--- src/rtl/memory_bus_ctrl_pkg.sv ---
// memory_bus_ctrl_pkg
//   Shared project definitions for the processor/memory bus controller:
//   address/data index limits, FSM state encoding and the latched request
//   record. Imported by memory_bus_ctrl; nothing here is redefined locally.
package memory_bus_ctrl_pkg;

  localparam int ADDRESS_INDEX_LIMIT = 25;
  localparam int DATA_INDEX_LIMIT    = 31;

  typedef logic [ADDRESS_INDEX_LIMIT:0] addr_t;
  typedef logic [DATA_INDEX_LIMIT:0]    data_t;

  typedef enum logic [1:0] {
    ST_IDLE   = 2'd0,
    ST_ACCESS = 2'd1,
    ST_DONE   = 2'd2
  } bus_state_e;

  // Request captured in IDLE and held for the whole access.
  typedef struct packed {
    logic  we;
    addr_t addr;
    data_t wdata;
  } bus_req_t;

endpackage

--- src/rtl/bus_timeout_cnt.sv ---
// bus_timeout_cnt
//   Counts ACCESS cycles spent waiting for the memory acknowledge.
//   Ports:
//     CLK     - clock, rising edge
//     RST     - synchronous active-high reset
//     clear   - force count to zero
//     enable  - advance count by one
//     expired - count has reached TIMEOUT-1 (last allowed wait cycle)
module bus_timeout_cnt #(
  parameter int TIMEOUT = 16
) (
  input  logic CLK,
  input  logic RST,
  input  logic clear,
  input  logic enable,
  output logic expired
);

  // One spare bit so the counter cannot wrap before it reaches TIMEOUT-1.
  localparam int CNT_W = $clog2(TIMEOUT) + 1;

  logic [CNT_W-1:0] cnt;

  always_ff @(posedge CLK) begin
    if (RST || clear) cnt <= '0;
    else if (enable)  cnt <= cnt + 1'b1;
  end

  assign expired = (cnt == CNT_W'(TIMEOUT - 1));

endmodule

--- src/rtl/memory_bus_ctrl.sv ---
// memory_bus_ctrl
//   Bridges a level-held processor READ/WRITE request to a single-port memory
//   with a completion strobe. Four-phase handshake on the processor side:
//   READY stays high until both READ and WRITE drop. Accesses that see no
//   MEM_ACK within TIMEOUT cycles complete with BUS_ERR.
//   Ports:
//     CLK, RST             - clock, synchronous active-high reset
//     READ, WRITE          - processor request (READ&WRITE together is a fault)
//     ADDR, WDATA          - processor address / write data
//     RDATA, READY, BUS_ERR- processor response (all registered)
//     MEM_CS, MEM_WE       - memory strobes (registered)
//     MEM_ADDR, MEM_WDATA  - latched request to memory
//     MEM_RDATA, MEM_ACK   - memory response
module memory_bus_ctrl
  import memory_bus_ctrl_pkg::*;
#(
  parameter int TIMEOUT = 16
) (
  input  logic                         CLK,
  input  logic                         RST,
  input  logic                         READ,
  input  logic                         WRITE,
  input  logic [ADDRESS_INDEX_LIMIT:0] ADDR,
  input  logic [DATA_INDEX_LIMIT:0]    WDATA,
  output logic [DATA_INDEX_LIMIT:0]    RDATA,
  output logic                         READY,
  output logic                         BUS_ERR,
  output logic                         MEM_CS,
  output logic                         MEM_WE,
  output logic [ADDRESS_INDEX_LIMIT:0] MEM_ADDR,
  output logic [DATA_INDEX_LIMIT:0]    MEM_WDATA,
  input  logic [DATA_INDEX_LIMIT:0]    MEM_RDATA,
  input  logic                         MEM_ACK
);

  bus_state_e state_q, state_d;
  bus_req_t   req_q, req_d;
  data_t      rdata_q, rdata_d;
  logic       ready_q, ready_d;
  logic       err_q, err_d;
  logic       cs_q, cs_d;
  logic       we_q, we_d;
  logic       cnt_clr, cnt_en, cnt_expired;

  bus_timeout_cnt #(.TIMEOUT(TIMEOUT)) u_tmo (
    .CLK     (CLK),
    .RST     (RST),
    .clear   (cnt_clr),
    .enable  (cnt_en),
    .expired (cnt_expired)
  );

  always_ff @(posedge CLK) begin
    if (RST) begin
      state_q <= ST_IDLE;
      req_q   <= '0;
      rdata_q <= '0;
      ready_q <= 1'b0;
      err_q   <= 1'b0;
      cs_q    <= 1'b0;
      we_q    <= 1'b0;
    end else begin
      state_q <= state_d;
      req_q   <= req_d;
      rdata_q <= rdata_d;
      ready_q <= ready_d;
      err_q   <= err_d;
      cs_q    <= cs_d;
      we_q    <= we_d;
    end
  end

  // Outputs are computed for the state being entered, so every output is a
  // flop and MEM_CS rises in the first ACCESS cycle.
  always_comb begin
    state_d = state_q;
    req_d   = req_q;
    rdata_d = rdata_q;
    ready_d = ready_q;
    err_d   = err_q;
    cs_d    = 1'b0;
    we_d    = 1'b0;
    cnt_clr = 1'b0;
    cnt_en  = 1'b0;

    case (state_q)
      ST_IDLE: begin
        cnt_clr = 1'b1;
        ready_d = 1'b0;
        err_d   = 1'b0;
        if (READ && WRITE) begin
          // Ambiguous request: fault without touching memory.
          state_d = ST_DONE;
          ready_d = 1'b1;
          err_d   = 1'b1;
        end else if (READ || WRITE) begin
          state_d     = ST_ACCESS;
          req_d.we    = WRITE;
          req_d.addr  = ADDR;
          req_d.wdata = WDATA;
          cs_d        = 1'b1;
          we_d        = WRITE;
        end
      end

      ST_ACCESS: begin
        // ACK is checked before expiry so a last-cycle ACK still succeeds.
        if (MEM_ACK) begin
          state_d = ST_DONE;
          ready_d = 1'b1;
          err_d   = 1'b0;
          if (!req_q.we) rdata_d = MEM_RDATA;
        end else if (cnt_expired) begin
          state_d = ST_DONE;
          ready_d = 1'b1;
          err_d   = 1'b1;
          if (!req_q.we) rdata_d = '0;
        end else begin
          cs_d   = 1'b1;
          we_d   = req_q.we;
          cnt_en = 1'b1;
        end
      end

      ST_DONE: begin
        if (!READ && !WRITE) begin
          state_d = ST_IDLE;
          ready_d = 1'b0;
          err_d   = 1'b0;
        end
      end

      default: begin
        state_d = ST_IDLE;
        ready_d = 1'b0;
        err_d   = 1'b0;
      end
    endcase
  end

  assign RDATA     = rdata_q;
  assign READY     = ready_q;
  assign BUS_ERR   = err_q;
  assign MEM_CS    = cs_q;
  assign MEM_WE    = we_q;
  assign MEM_ADDR  = req_q.addr;
  assign MEM_WDATA = req_q.wdata;

endmodule
--- config.mk ---
export PLATFORM = sky130hd
export DESIGN_NAME = memory_bus_ctrl
export DESIGN_NICKNAME = d
export VERILOG_FILES = /design/src/rtl/memory_bus_ctrl_pkg.sv /design/src/rtl/bus_timeout_cnt.sv /design/src/rtl/memory_bus_ctrl.sv
export SDC_FILE = /design/constraint.sdc
export NUM_CORES = 1
export LEC_CHECK = 0
export CORE_UTILIZATION = 28
export CTS_BUF_LIST = sky130_fd_sc_hd__clkbuf_4 sky130_fd_sc_hd__clkbuf_8
export CTS_CLUSTER_SIZE = 8
export DETAILED_ROUTE_END_ITERATION = 7
export HOLD_SLACK_MARGIN = 0.05
export SLEW_MARGIN = 20
export SYNTH_ARGS = -nofsm -noshare
export SYNTH_HDL_FRONTEND = slang
export SYNTH_SLANG_ARGS = --single-unit
--- constraint.sdc ---
create_clock -name CLK -period 2.7 [get_ports CLK]
set_clock_uncertainty 0.1 [all_clocks]
set_input_delay 0.27 -clock CLK [delete_from_list [all_inputs] [get_ports CLK]]
set_output_delay 0.27 -clock CLK [all_outputs]
set_load 0.02 [all_outputs]
==> metrics.cfg, run 1 <==
[grt]
grt_pass1_wl_mm=18.9
grt_start_max_net_pins=60
grt_pass1_vias=3923
gr-usage-all-layers_pct=14.4
overflow=0
antenna_found_initial=0

[hold_path]
hp-class=in2reg

[pwr]
power.switching_mw=1.04
pwr-share-comb_pct=24.4
ir_worst_vdd_mv=0.323
power_density_mw_per_mm2=561
p_sw_share_pct=29.6
p_int_mw=2.49
power_leakage_nw=2.18
p_clk_share_pct=27.7
seq_power_share_pct=47.8

[sta]
whs_ps=259
finalSetupViolCount=0
setup_tns_ps=0
final.period_utilization_pct=82.4
worst_slew_pin_slew_ps=728
finalMaxSlewViolations=0
rsz0062_at_grt=false
hold_violations=0
slew_headroom_pct=51.4
fmax_mhz=449
min_period_ps=2220

[cts]
clk_path_buf_depth=2
cts_tree=built
h-tree-depth=3
cts.sinks=102
ctsHoldBuffers=0
cts_resized=0
root_buffer=clkbuf_8
post_cts_buffers=0
clock_latency_ps=370
path_clk_slew_ps=100
cts_buffers=9

[worst_setup_path]
worstPathMaxFanout=6
critPathSlowestCell=or4b_4
path_cells=ha_1 -> and3_1 -> ha_1 -> or4b_4 -> or3_1 -> a21oi_1
critPathLaunchType=flip-flop
crit_path_frequent_cell=ha_1
cp.arrival_ps=2430
cp_slowest_stage_delay_ps=570
cp-end-kind=flip-flop
crit_type=reg2reg
cp_data_required_time_ps=2900

[placed_design]
dp_hpwl_mm=7.96
gp_congestion=0.759
port_buffers=188

[detailed_routing]
route.detailed.vias_per_inst=4.68
drt-total-wl_mm=11.7
num_vias=3979
first_pass_iters=4
drt-initial-drc-count=194
postRouteAntennaNets=0
wl_per_cell_um=13.7
drc_errors=0

[logic_synthesis]
ys_ff_latch=102
yosysUniqueCellTypes=30
syn_avg_cell_area_um2=8.35
ys_seq_area_share_pct=45.9
synthCells=533
syn_area_mm2=0.00445
syn-num-nets=634
ys_warn_count=0

[floorplanning]
coreArea_mm2=0.0154
rows=45
die_w_um=128
die_height_um=128
fp.dieArea_mm2=0.0164
io_pins=189
initial_utilization_pct=28.9

[outcome]
status=finished clean

[layout]
layout_common_cells=clkdlybuf4s50_1, nand2_1, dfxtp_1, a21oi_1
antenna_cells=0
area_growth_pct=41.6
layout_commonest_cell=clkdlybuf4s50_1
drive_gt1_share_pct=5.00
final_nets=737

[flow_run]
drv_cap=0

cell usage after synthesis (all sizes together):
| cell type | instances | area [um^2] |
|---|---|---|
| nand2 | 120 | 450 |
| dfxtp | 102 | 2040 |
| a21oi | 98 | 490 |
| buf | 69 | 489 |
| clkbuf | 37 | 139 |
| nand4b | 32 | 280 |
| o31ai | 32 | 240 |
| nor2 | 7 | 26.3 |
| ha | 6 | 75.1 |
| inv | 5 | 18.8 |
| o21ai | 5 | 25.0 |
| nor2b | 2 | 12.5 |
| nor4b | 2 | 32.5 |
| or3 | 2 | 12.5 |
| or4 | 2 | 15.0 |
| a211o | 1 | 8.76 |
| a211oi | 1 | 7.51 |
| a221oi | 1 | 8.76 |
| and3 | 1 | 6.26 |
| nand2b | 1 | 6.26 |
| nand3 | 1 | 5.00 |
| nor3 | 1 | 5.00 |
| nor3b | 1 | 7.51 |
| nor4 | 1 | 12.5 |
| o31a | 1 | 8.76 |
| or4b | 1 | 13.8 |
| xnor2 | 1 | 8.76 |
critical path, delay by kind of cell (launching register included):
kind	cells	cell delay [ps]
flops	1	350
fa+ha+maj	2	450
simple gates	3	1110
compound gates	1	150
final timing paths:
path	startpoint	endpoint	slack [ps]	cells after the start
setup / recovery	u_tmo.cnt[0]	u_tmo.cnt[3]	480	6
hold / removal	RST	MEM_WDATA[25]	260	2
setup reg to reg	u_tmo.cnt[0]	u_tmo.cnt[3]	480	6
hold reg to reg	MEM_WDATA[20]	MEM_WDATA[20]	360	2
cell families (layout without fill, tap and decap cells):
| kind of cell | Yosys count | count (layout) | synth area share, % |
|---|---|---|---|
| buffers and inverters | 111 | 218 | 14.5 |
| XOR/XNOR | 1 | 1 | 0.197 |
| AO/OA/AOI/OAI | 139 | 139 | 17.7 |
| flip-flops | 102 | 102 | 45.9 |
| AND/OR/NAND/NOR | 174 | 174 | 19.9 |
| adder cells (fa/ha/maj) | 6 | 6 | 1.69 |
flip-flops by register name, summed over array words and instances, names as in the netlist:
register,count
RDATA,32
state_q,2
u_tmo.cnt,5
BUS_ERR,1
MEM_CS,1
MEM_WDATA,32
READY,1
MEM_ADDR,26
req_q,1
MEM_WE,1
layout make-up:
class / count / area (um^2)
fillers: 1540 / 9070
flip-flops and latches: 102 / 2040
repair buffers: 198 / 2000
multi-input cells: 320 / 1770
well taps: 211 / 264
clock buffers: 10 / 138
clock inverters: 5 / 57.6
inverters: 5 / 18.8
power groups by stage:
stage / Clock [mW] / Combinational (mW) / Sequential [mW]
final: 0.980 / 0.862 / 1.69
after CTS: 1.03 / 0.873 / 1.69
after global routing: 1.09 / 0.937 / 1.70
after floorplan: 0 / 0.526 / 1.72
after global placement: 0 / 0.861 / 1.72
after detailed placement: 0 / 0.870 / 1.72
metal layers:
| layer | up-vias | share of wire (%) | global-route usage [%] |
|---|---|---|---|
| li1 | 1969 | - | - |
| met1 | 1853 | 43 | 16.2 |
| met2 | 145 | 47 | 24.6 |
| met3 | 12 | 8.8 | 5.13 |
| met4 | 0 | 1.3 | 6.02 |
| met5 | - | 0 | 0 |
stage by stage:
step	power [mW]	worst slack [ps]	utilization [%]	std cells	area (um^2)
2_1_floorplan	2.25	615	-	533	4450
3_3_place_gp	2.58	373	39.7	836	6100
3_5_place_dp	2.59	333	39.7	836	6100
4_1_cts	3.59	460	41.0	851	6300
5_1_grt	3.73	355	41.0	851	6300
6_report	3.53	475	41.0	851	6300
(Power assumes the default switching activity.)
==> run 2: changes to the inputs <==
Clock period 2.7 ns to 2.1 ns, I/O delays scaled along.
==> run 2 against run 1 <==
Compared with the run above: combinational power rose by 33%; sequential share of layout area fell by 0.62 points; critical path depth did not move; final cell count rose by 2.0%; sequential power rose by 27%; worst hold slack got worse by 130 ps; setup slack got worse by 430 ps; clock power rose by 29%; via count rose by 0.25%; count of clock-buffer cells in the layout fell by 1; highest routed layer unchanged; critical endpoint is now u_tmo.cnt[2]; register-to-register slack got worse by 430 ps.
==> metrics.cfg, run 2 (same netlist as run 1, synthesis figures left out) <==
[hold_path]
hold_start=RST
min_to=MEM_ADDR[3]
worstHoldPathCells=2
hp-class=in2reg

[floorplanning]
initial_utilization_pct=28.9
fp.dieArea_mm2=0.0164
io_pins=189
coreArea_mm2=0.0154
die_height_um=128
die_w_um=128
rows=45

[layout]
layout_commonest_cell=clkdlybuf4s50_1
fin_util_pct=41.8
final_nets=753
layout_common_cells=clkdlybuf4s50_1, nand2_1, dfxtp_1, a21oi_1
antenna_cells=0
area_growth_pct=44.5
drive_gt1_share_pct=8.37
nFillCells=1546

[cts]
cts.sinks=102
cts_buffers=9
clock_latency_ps=380
path_clk_slew_ps=100
h-tree-depth=3
clk_path_buf_depth=2
ctsHoldBuffers=0
cts_tree=built
root_buffer=clkbuf_8

[worst_setup_path]
critPathLaunchType=flip-flop
timing.rr.end=u_tmo.cnt[2]
worstPathMaxFanout=4
cp_data_required_time_ps=2320
cp-end-kind=flip-flop
cp.arrival_ps=2270
crit_type=reg2reg
ff2ff_path_depth=6
worst-r2r-setup-slack_ps=50
r2r-start=u_tmo.cnt[0]

[placed_design]
gp_congestion=0.746
dp_slack_ps=-93.3
dp_hpwl_mm=8.20
port_buffers=188

[grt]
gr-usage-all-layers_pct=15.0
grt_pass1_vias=3975
antenna_found_initial=0
grt_pass1_wl_mm=19.4
overflow=0
grt_start_max_net_pins=66

[detailed_routing]
routed.top_layer=met4
drc_errors=0
num_vias=3989
postRouteAntennaNets=0
met2_length_mm=5.82
wl_met1_mm=4.99
wl_per_cell_um=13.9
drt-initial-drc-count=155
route.detailed.vias_per_inst=4.60
drt-total-wl_mm=12.1
wl_met3_mm=1.16
first_pass_iters=4

[sta]
finalMaxSlewViolations=0
worst_slew_pin_slew_ps=663
min_period_ps=2050
finalSetupViolCount=0
fin_ws_ps=48.8
rsz0062_at_grt=false
hold_violations=0
final.period_utilization_pct=97.7
slew_headroom_pct=55.3
fmax_mhz=488

[pwr]
p_sw_share_pct=30.2
seq_power_share_pct=47.1
power_leakage_nw=2.24
p_int_mw=3.18
power.switching_mw=1.38
pwr-share-comb_pct=25.3
p_clk_share_pct=27.6
power_mw=4.56
power_density_mw_per_mm2=709
ir_worst_vdd_mv=0.457

[outcome]
status=finished clean

[flow_run]
drv_cap=0

[run 2: worst max-delay path by stage]
| stage | startpoint | to | slack (ps) | cells after the start |
|---|---|---|---|---|
| 3_3_place_gp | WRITE | MEM_WDATA[29] | -80 | 7 |
| 2_1_floorplan | u_tmo.cnt[0] | u_tmo.cnt[3] | 10 | 6 |
| 6_report | u_tmo.cnt[0] | u_tmo.cnt[2] | 50 | 6 |
| 4_1_cts | u_tmo.cnt[0] | u_tmo.cnt[2] | 10 | 6 |
| 5_1_grt | u_tmo.cnt[0] | u_tmo.cnt[2] | 3 | 6 |
| 3_5_place_dp | WRITE | MEM_ADDR[7] | -90 | 7 |
[run 2: layer usage]
metal,up-vias,global-route usage (%)
met2,131,25.9
met3,11,7.22
met4,0,3.74
li1,2003,-
met5,-,0
met1,1844,16.4
[run 2: cell type report]
cell class,instances,area (um^2),area share (%)
timing repair buffer,214,2120,32.9
sequential,102,2040,31.8
multi-input combinational,320,1790,27.8
tap,211,264,4.11
clock buffer,9,124,1.93
clock inverter,7,73.8,1.15
inverter,5,18.8,0.292
[run 2: stage by stage]
| step | setup TNS (ps) | hold slack [ps] | std cells | instance area, um^2 |
|---|---|---|---|---|
| finish | 0 | 133 | 868 | 6430 |
| global placement | -3450 | 341 | 849 | 6190 |
| CTS | 0 | 113 | 867 | 6410 |
| global route | 0 | 128 | 868 | 6430 |
| detailed placement | -4560 | 346 | 849 | 6190 |
| floorplan | 0 | 246 | 533 | 4450 |
[run 2: power by group through the flow]
stage | combinational [mW] | clock (mW) | sequential (mW)
finish | 1.15 | 1.26 | 2.15
global route | 1.25 | 1.41 | 2.17
CTS | 1.17 | 1.33 | 2.15
detailed placement | 1.16 | 0 | 2.19
global placement | 1.14 | 0 | 2.19
floorplan | 0.677 | 0 | 2.21
[run 2: critical path, cell delays in order, from the launching register on]
cell     delay [ps]
dfxtp_2         340
ha_2            180
and3_1          180
ha_2            170
or4b_4          550
or3_4           350
a21oi_2         130
[run 2: what timing repair did]
item	CTS	global route
pin swaps	3	3
gates resized for setup	6	2
endpoints found under the setup margin	2	6
buffers inserted	2	1
cloned	0	0
